<file path="src/rtl/fitbit_pkg.sv">
// Shared constants for the fitbit display scheduler: metric selector codes,
// seven-segment glyphs (active low, bit order {g,f,e,d,c,b,a}), conversion
// FSM states and value saturation helper.
package fitbit_pkg;

  localparam logic [1:0] MODE_STEPS = 2'd0;
  localparam logic [1:0] MODE_DIST  = 2'd1;
  localparam logic [1:0] MODE_INIT  = 2'd2;
  localparam logic [1:0] MODE_HIGH  = 2'd3;

  localparam int unsigned SAT_MAX_DEF = 9999;

  // 9999 fits in 14 bits; four BCD digits need 16 bits
  localparam int BIN_W = 14;
  localparam int BCD_W = 16;

  localparam logic [6:0] SEG_BLANK = 7'h7F;

  // Glyphs for digits 0..9, element [n] is digit n
  localparam logic [9:0][6:0] SEG_DIGITS = {
    7'h10,  // 9
    7'h00,  // 8
    7'h78,  // 7
    7'h02,  // 6
    7'h12,  // 5
    7'h19,  // 4
    7'h30,  // 3
    7'h24,  // 2
    7'h79,  // 1
    7'h40   // 0
  };

  typedef enum logic [1:0] {
    IDLE = 2'd0,
    LOAD = 2'd1,
    CONV = 2'd2,
    DONE = 2'd3
  } conv_state_e;

  // Clamp a metric to the display ceiling; compares at full width before
  // the value is narrowed to the converter width.
  function automatic logic [BIN_W-1:0] sat_val(input logic [31:0] v,
                                               input logic [31:0] smax);
    return (v > smax) ? smax[BIN_W-1:0] : v[BIN_W-1:0];
  endfunction

  // Non-decimal nibbles render as a dark digit
  function automatic logic [6:0] seg_decode(input logic [3:0] nib);
    if (nib > 4'd9) return SEG_BLANK;
    return SEG_DIGITS[nib];
  endfunction

endpackage

</file>
<file path="src/rtl/fitbit_display_ctrl_bin2bcd.sv">
// Sequential double-dabble converter. A start pulse in IDLE launches
// LOAD -> CONV (BIN_W iterations) -> DONE; done is high for the DONE cycle
// while bcd holds the finished result.
module bin2bcd_iter
  import fitbit_pkg::*;
(
  input  logic             CLK,
  input  logic             RESET,
  input  logic             start,
  input  logic [BIN_W-1:0] bin,
  output logic             busy,
  output logic             done,
  output logic [BCD_W-1:0] bcd
);

  conv_state_e      state, state_nxt;
  logic [BIN_W-1:0] sr;
  logic [BCD_W-1:0] acc, acc_adj;
  logic [3:0]       iter;

  // State register
  always_ff @(posedge CLK or posedge RESET) begin
    if (RESET) state <= IDLE;
    else       state <= state_nxt;
  end

  // Next-state and status outputs
  always_comb begin
    state_nxt = state;
    busy      = 1'b1;
    done      = 1'b0;
    case (state)
      IDLE: begin
        busy = 1'b0;
        if (start) state_nxt = LOAD;
      end
      LOAD: state_nxt = CONV;
      CONV: if (iter == 4'(BIN_W-1)) state_nxt = DONE;
      DONE: begin
        done      = 1'b1;
        state_nxt = IDLE;
      end
      default: state_nxt = IDLE;
    endcase
  end

  // Add-3 correction on every nibble that would overflow past 9 when doubled
  always_comb begin
    acc_adj = acc;
    for (int i = 0; i < BCD_W/4; i++) begin
      if (acc[4*i +: 4] >= 4'd5) acc_adj[4*i +: 4] = acc[4*i +: 4] + 4'd3;
    end
  end

  // Datapath: capture operand, shift-and-correct, hand result out
  always_ff @(posedge CLK or posedge RESET) begin
    if (RESET) begin
      sr   <= '0;
      acc  <= '0;
      iter <= '0;
    end else begin
      case (state)
        LOAD: begin
          sr   <= bin;
          acc  <= '0;
          iter <= '0;
        end
        CONV: begin
          {acc, sr} <= {acc_adj[BCD_W-2:0], sr, 1'b0};
          iter      <= iter + 4'd1;
        end
        default: ;
      endcase
    end
  end

  assign bcd = acc;

endmodule

</file>
<file path="src/rtl/fitbit_display_ctrl.sv">
// Display scheduler for the fitbit metrics block. Rotates the shown metric
// (steps, distance, initial activity, high-activity time), converts it to
// BCD and scans a 4-digit active-low seven-segment display.
// Optional macro FITBIT_DISP_BLANK_EN: blank leading zero digits.
module fitbit_display_ctrl
  import fitbit_pkg::*;
#(
  parameter int unsigned ROTATE_DIV = 200000000,
  parameter int unsigned SCAN_DIV   = 100000,
  parameter int unsigned SAT_MAX    = SAT_MAX_DEF
)(
  input  logic        CLK,
  input  logic        RESET,
  input  logic [31:0] step_count,
  input  logic [15:0] distance_covered,
  input  logic [3:0]  initial_activity_count,
  input  logic [15:0] high_activity_time,
  input  logic        SI,
  output logic [3:0]  AN,
  output logic [6:0]  SEG,
  output logic        DP,
  output logic [1:0]  disp_mode,
  output logic        busy
);

  localparam int RW = (ROTATE_DIV > 1) ? $clog2(ROTATE_DIV) : 1;
  localparam int SW = (SCAN_DIV > 1)   ? $clog2(SCAN_DIV)   : 1;

  logic [RW-1:0]    rot_cnt;
  logic [SW-1:0]    scan_cnt;
  logic [1:0]       dig_idx;
  logic             rot_tick, scan_tick, scan_wrap;
  logic             pending, start, conv_done;
  logic [BIN_W-1:0] sel_val;
  logic [BCD_W-1:0] conv_bcd, disp_bcd;
  logic [3:0]       nib;
  logic             lead_blank;
  logic [3:0]       an_nxt;
  logic [6:0]       seg_nxt;
  logic             dp_nxt;

  assign rot_tick  = (rot_cnt == RW'(ROTATE_DIV - 1));
  assign scan_tick = (scan_cnt == SW'(SCAN_DIV - 1));
  assign scan_wrap = scan_tick && (dig_idx == 2'd3);

  // Rotation timebase and metric selector
  always_ff @(posedge CLK or posedge RESET) begin
    if (RESET) begin
      rot_cnt   <= '0;
      disp_mode <= MODE_STEPS;
    end else if (rot_tick) begin
      rot_cnt   <= '0;
      disp_mode <= disp_mode + 2'd1;
    end else begin
      rot_cnt   <= rot_cnt + RW'(1);
    end
  end

  // Scan timebase and active digit index
  always_ff @(posedge CLK or posedge RESET) begin
    if (RESET) begin
      scan_cnt <= '0;
      dig_idx  <= 2'd0;
    end else if (scan_tick) begin
      scan_cnt <= '0;
      dig_idx  <= dig_idx + 2'd1;
    end else begin
      scan_cnt <= scan_cnt + SW'(1);
    end
  end

  // One-deep refresh request: mode changes and full scan passes merge here
  // and wait for the converter to go idle. Set at reset so the first value
  // appears without waiting a full scan.
  assign start = pending && !busy;

  always_ff @(posedge CLK or posedge RESET) begin
    if (RESET) pending <= 1'b1;
    else       pending <= rot_tick || scan_wrap || (pending && !start);
  end

  // Metric mux with saturation; sampled by the converter in its LOAD cycle
  always_comb begin
    sel_val = '0;
    case (disp_mode)
      MODE_STEPS: sel_val = sat_val(step_count, SAT_MAX);
      MODE_DIST:  sel_val = sat_val({16'd0, distance_covered}, SAT_MAX);
      MODE_INIT:  sel_val = sat_val({28'd0, initial_activity_count}, SAT_MAX);
      MODE_HIGH:  sel_val = sat_val({16'd0, high_activity_time}, SAT_MAX);
      default:    sel_val = '0;
    endcase
  end

  bin2bcd_iter u_bcd (
    .CLK   (CLK),
    .RESET (RESET),
    .start (start),
    .bin   (sel_val),
    .busy  (busy),
    .done  (conv_done),
    .bcd   (conv_bcd)
  );

  // Display register only changes on a finished conversion, so the scan
  // never shows a half-converted value
  always_ff @(posedge CLK or posedge RESET) begin
    if (RESET)          disp_bcd <= '0;
    else if (conv_done) disp_bcd <= conv_bcd;
  end

  assign nib = disp_bcd[{dig_idx, 2'b00} +: 4];

`ifdef FITBIT_DISP_BLANK_EN
  // Dark digits above the most significant non-zero digit; the ones digit
  // always shows, and distance keeps the digit before the decimal point
  always_comb begin
    lead_blank = 1'b0;
    case (dig_idx)
      2'd1:    lead_blank = (disp_bcd[15:4] == 12'd0) && (disp_mode != MODE_DIST);
      2'd2:    lead_blank = (disp_bcd[15:8] == 8'd0);
      2'd3:    lead_blank = (disp_bcd[15:12] == 4'd0);
      default: lead_blank = 1'b0;
    endcase
  end
`else
  assign lead_blank = 1'b0;
`endif

  // Next digit drive: one anode low, glyph, decimal point for XXX.X
  // distance or the step-goal marker on the leftmost digit
  always_comb begin
    an_nxt  = ~(4'b0001 << dig_idx);
    seg_nxt = lead_blank ? SEG_BLANK : seg_decode(nib);
    dp_nxt  = 1'b1;
    if (disp_mode == MODE_DIST && dig_idx == 2'd1)
      dp_nxt = 1'b0;
    if (disp_mode == MODE_STEPS && SI && dig_idx == 2'd3)
      dp_nxt = 1'b0;
  end

  // Registered display pins; reset blanks the display immediately
  always_ff @(posedge CLK or posedge RESET) begin
    if (RESET) begin
      AN  <= 4'b1111;
      SEG <= SEG_BLANK;
      DP  <= 1'b1;
    end else begin
      AN  <= an_nxt;
      SEG <= seg_nxt;
      DP  <= dp_nxt;
    end
  end

endmodule

</file>
<file path="config.mk">
export PLATFORM = sky130hd
export DESIGN_NAME = fitbit_display_ctrl
export DESIGN_NICKNAME = d
export VERILOG_FILES = /design/src/rtl/fitbit_pkg.sv /design/src/rtl/fitbit_display_ctrl_bin2bcd.sv /design/src/rtl/fitbit_display_ctrl.sv
export SDC_FILE = /design/constraint.sdc
export NUM_CORES = 1
export LEC_CHECK = 0
export ABC_CLOCK_PERIOD_IN_PS = 8100
export CELL_PAD_IN_SITES_DETAIL_PLACEMENT = 0
export CELL_PAD_IN_SITES_GLOBAL_PLACEMENT = 1
export CORE_ASPECT_RATIO = 0.5
export CORE_MARGIN = 8
export CORE_UTILIZATION = 41
export DETAILED_ROUTE_END_ITERATION = 8
export PLACE_DENSITY_LB_ADDON = 0.1
export SYNTH_ARGS = -nofsm -noshare
export SYNTH_HDL_FRONTEND = slang
export SYNTH_SLANG_ARGS = --single-unit
</file>
<file path="constraint.sdc">
create_clock -name CLK -period 8.1 [get_ports CLK]
set_input_delay 1.62 -clock CLK [delete_from_list [all_inputs] [get_ports CLK]]
set_output_delay 1.62 -clock CLK [all_outputs]
set_load 0.05 [all_outputs]
</file>
==> impl_metrics.csv <==
group,metric,value,unit
placement,globalplace.congestion,0.7808,
synthesis,synth_flop_cell,"sky130_fd_sc_hd__dfrtp_1",
timing,min_period_over_period,44.70,%
synthesis,yosys.cell_count.top_type,"sky130_fd_sc_hd__dfrtp_1",
critical_path,crit_path_end_kind,"output port",
clocking,numCtsBuffers,17,
clocking,cts_post_setup_buffers_inserted,0,
detailed_routing,first_drt_iteration_drcs,340,
synthesis,syn_warnings,0,
timing,final-max-slew-violation-count,0,
global_routing,first_global_vias,4951,
timing,report.final.setup_viol,0,
global_routing,grt_antenna_before_repair,0,
detailed_routing,final_antenna_net_count,0,
floorplan,top_level_ports,86,
critical_path,regToRegSetupSlack,5740,ps
synthesis,syn-instance-count,587,
synthesis,synthesis.area_per_instance,10.52,um2
critical_path,critPathSlowestCell,"sky130_fd_sc_hd__clkdlybuf4s50_1",
status,run_status,"finished clean",
synthesis,synthesis.nets,686,
placement,detailed_place_hpwl,11260,um
timing,fin_skew,8.600,ps
detailed_routing,post_drt_wl_per_cell,17.69,um
finish,layout.core_utilization,53.59,%
critical_path,critPathKind,"reg -> out",
pwr,irDropWorstVdd,143.9,uV
critical_path,worstPathCellList,"inv_1, ha_1, inv_1, clkdlybuf4s50_1",
global_routing,grt_usage,16.64,%
detailed_routing,routed-via-count,4858,
synthesis,mappedNetlistArea,6175,um2
timing,hold_violations,0,
finish,area.growth.synth_to_final,26.57,%
synthesis,synth_edf_count,0,
finish,final_cell_area,7815,um2
global_routing,overflow_after_grt,0,
detailed_routing,avgViaCountPerCell,5.533,
synthesis,synth_largest_type_area_fraction,40.93,%
clocking,clock_insertion_delay_worst_skew,410,ps
critical_path,data_arrival_time_of_the_critical_path,2000,ps
clocking,tritoncts_clock_tree,"yes",
synthesis,asyncSetResetFlopFracSynth,100.0,%
floorplan,die_area,19480,um2
pwr,totalPowerFinal,1462,uW
placement,port_buffers,85,
finish,final_net_count,766,
critical_path,slowest_stage_delay_on_critical_path,830,ps
critical_path,dominant_delay_contributor_by_cell_family_on_the_critical_path,"buffers and inverters",
detailed_routing,routed_wirelength,15530,um
timing,fmax,276.2,MHz
finish,filler_cell_count,1326,
timing,final_period_minus_worst_setup_slack,3621,ps
placement,detailed_place.area,7161,um2
finish,share_of_final_layout_standard_cells_stronger_than_drive_strength_1,11.76,%
clocking,post_cts_sizing_count,0,
floorplan,initial_utilization,42.34,%
run,timing.max_cap.violations,0,
global_routing,grt_first_pass_wirelength,25590,um
detailed_routing,post-route-drc-count,0,
synthesis,yosys.cell_types.count,65,
floorplan,placement_rows,31,
timing,grt_setup_unrepaired,"no",
clocking,cts_root_buf,"sky130_fd_sc_hd__clkbuf_16",
critical_path,worst-path-max-fanout,4,
synthesis,most_frequent_cells_after_synthesis,"sky130_fd_sc_hd__dfrtp_1 (101), sky130_fd_sc_hd__inv_1 (37), sky130_fd_sc_hd__nand2_1 (34)",
synthesis,synth_seq_cells,114,
clocking,clk_pin_slew_worst_paths,50,ps
finish,register_area,2869,um2
finish,antenna_cells_inserted,0,
synthesis,sequential_fraction_of_the_synthesis_area,46.46,%
clocking,cts_sinks,114,
critical_path,crit_required,6480,ps
critical_path,timing.critical_path.from_type,"flip-flop",
detailed_routing,first_pass_iters,5,
floorplan,die_y,102.8,um
clocking,clock_tree.htree_level_count,4,
floorplan,floorplan.die.width,189.6,um
global_routing,grt_max_degree,68,
critical_path,crit_buf_inv,3,
floorplan,design.core.area,14580,um2
synthesis,synth_area_leaders,"sky130_fd_sc_hd__dfrtp_1 (41%), sky130_fd_sc_hd__ha_1 (5.7%), sky130_fd_sc_hd__dfstp_2 (5.5%)",
finish,multi_input_combinational_cell_area,3022,um2
synthesis,synth_top_area_cell,"sky130_fd_sc_hd__dfrtp_1",
timing,transition_at_the_pin_with_the_smallest_max_transition_slack,865.4,ps
pwr,power_per_cell_area,187.0,nW/um2
clocking,post_cts_hold_buffer_count,0,
timing,timing.max_slew.rel_slack,42.31,%
pwr,power.leakage,0.003274,uW
min_path,hold_class,"reg -> reg",
critical_path,timing.critical_path.mode_cell,"sky130_fd_sc_hd__inv_1",
clocking,cts_buffer_depth,2,
timing,fin_tns_setup,0,ps
==> cell usage in the layout (no fill, tap or decap), drive strengths merged, types with 4 or more instances in the layout <==
master and n:
dfstp 13, clkdlybuf4s50 85, and3 7, nand3 22, mux4 4, o22ai 8, clkinv 5, a21oi 23
and2 6, o2111ai 6, nor3 9, dfrtp 101, and4 7, nor2 25, o31ai 19, a221o 9
nor4 20, bufinv 5, clkbuf 22, o21ai 27, a221oi 11, xor2 15, xnor2 20, a22oi 12
inv 37, nand3b 7, nand2b 4, ha 28, nand2 35, a22o 4, or4 9, mux2 18
nand4 17, mux2i 5
==> through the flow <==
stage / hold WS (ps) / instances / setup WS (ps)
after global placement: 471.8 / 846 / 4459
after floorplan: 447.9 / 587 / 3486
after global routing: 499.6 / 878 / 4364
final: 481.9 / 878 / 4479
after CTS: 487.1 / 878 / 4428
after detailed placement: 479.5 / 846 / 4432
==> worst register-to-register path: cells and delay by family, from the launching register on <==
family | cells | cell delay [ps]
buffers and inverters | 2 | 510
DFF | 1 | 390
AOI/OAI and AO/OA | 1 | 380
and+or+nand+nor | 2 | 610
adders and majority gates | 1 | 340
==> kinds of logic after synthesis <==
| family | synth area share, % |
|---|---|
| xor+xnor | 4.965 |
| compound gates | 15.48 |
| simple gates | 17.12 |
| flops | 46.46 |
| mux | 5.552 |
| fa+ha+maj | 5.674 |
| buf+inv | 4.741 |
==> path summary, 6_finish.rpt <==
path	startpoint	endpoint	cells after the start
max in group asynchronous	RESET	disp_bcd[6]	3
min in group asynchronous	RESET	rot_cnt[3]	2
min reg2reg	scan_cnt[0]	scan_cnt[0]	1
max	u_bcd.state[0]	busy	4
max reg2reg	u_bcd.state[0]	u_bcd.sr[7]	6
min	scan_cnt[0]	scan_cnt[0]	1
==> layer usage <==
metal / part of all wire, % / global-route usage (%) / up-vias
met5: 0 / 0 / -
li1: - / - / 2373
met4: 1.8 / 7.164 / 0
met2: 51 / 29.98 / 76
met1: 43 / 19.00 / 2386
met3: 3.3 / 3.916 / 23
==> power breakdown <==
group | switching [uW] | total, uW | internal, uW
Sequential | 0 | 570 | 570
Combinational | 25.2 | 58.3 | 33.1
Clock | 264 | 833 | 568
Total | 290 | 1460 | 1170
==> sequential cells by signal, indices dropped and copies added (netlist names) <==
name,count
AN,4
DP,1
SEG,7
dig_idx,2
disp_bcd,16
disp_mode,2
pending,1
rot_cnt,28
scan_cnt,17
u_bcd.bcd,16
u_bcd.iter,4
u_bcd.sr,14
u_bcd.state,2
==> layout make-up <==
cell class	count	share of cell area [%]
Tap cell	198	3.170
Timing Repair Buffer	88	11.18
Multi-Input combinational cell	407	38.66
Sequential cell	114	36.71
Inverter	39	1.905
Clock inverter	10	2.305
Clock buffer	22	6.068
(Power assumes the default switching activity.)
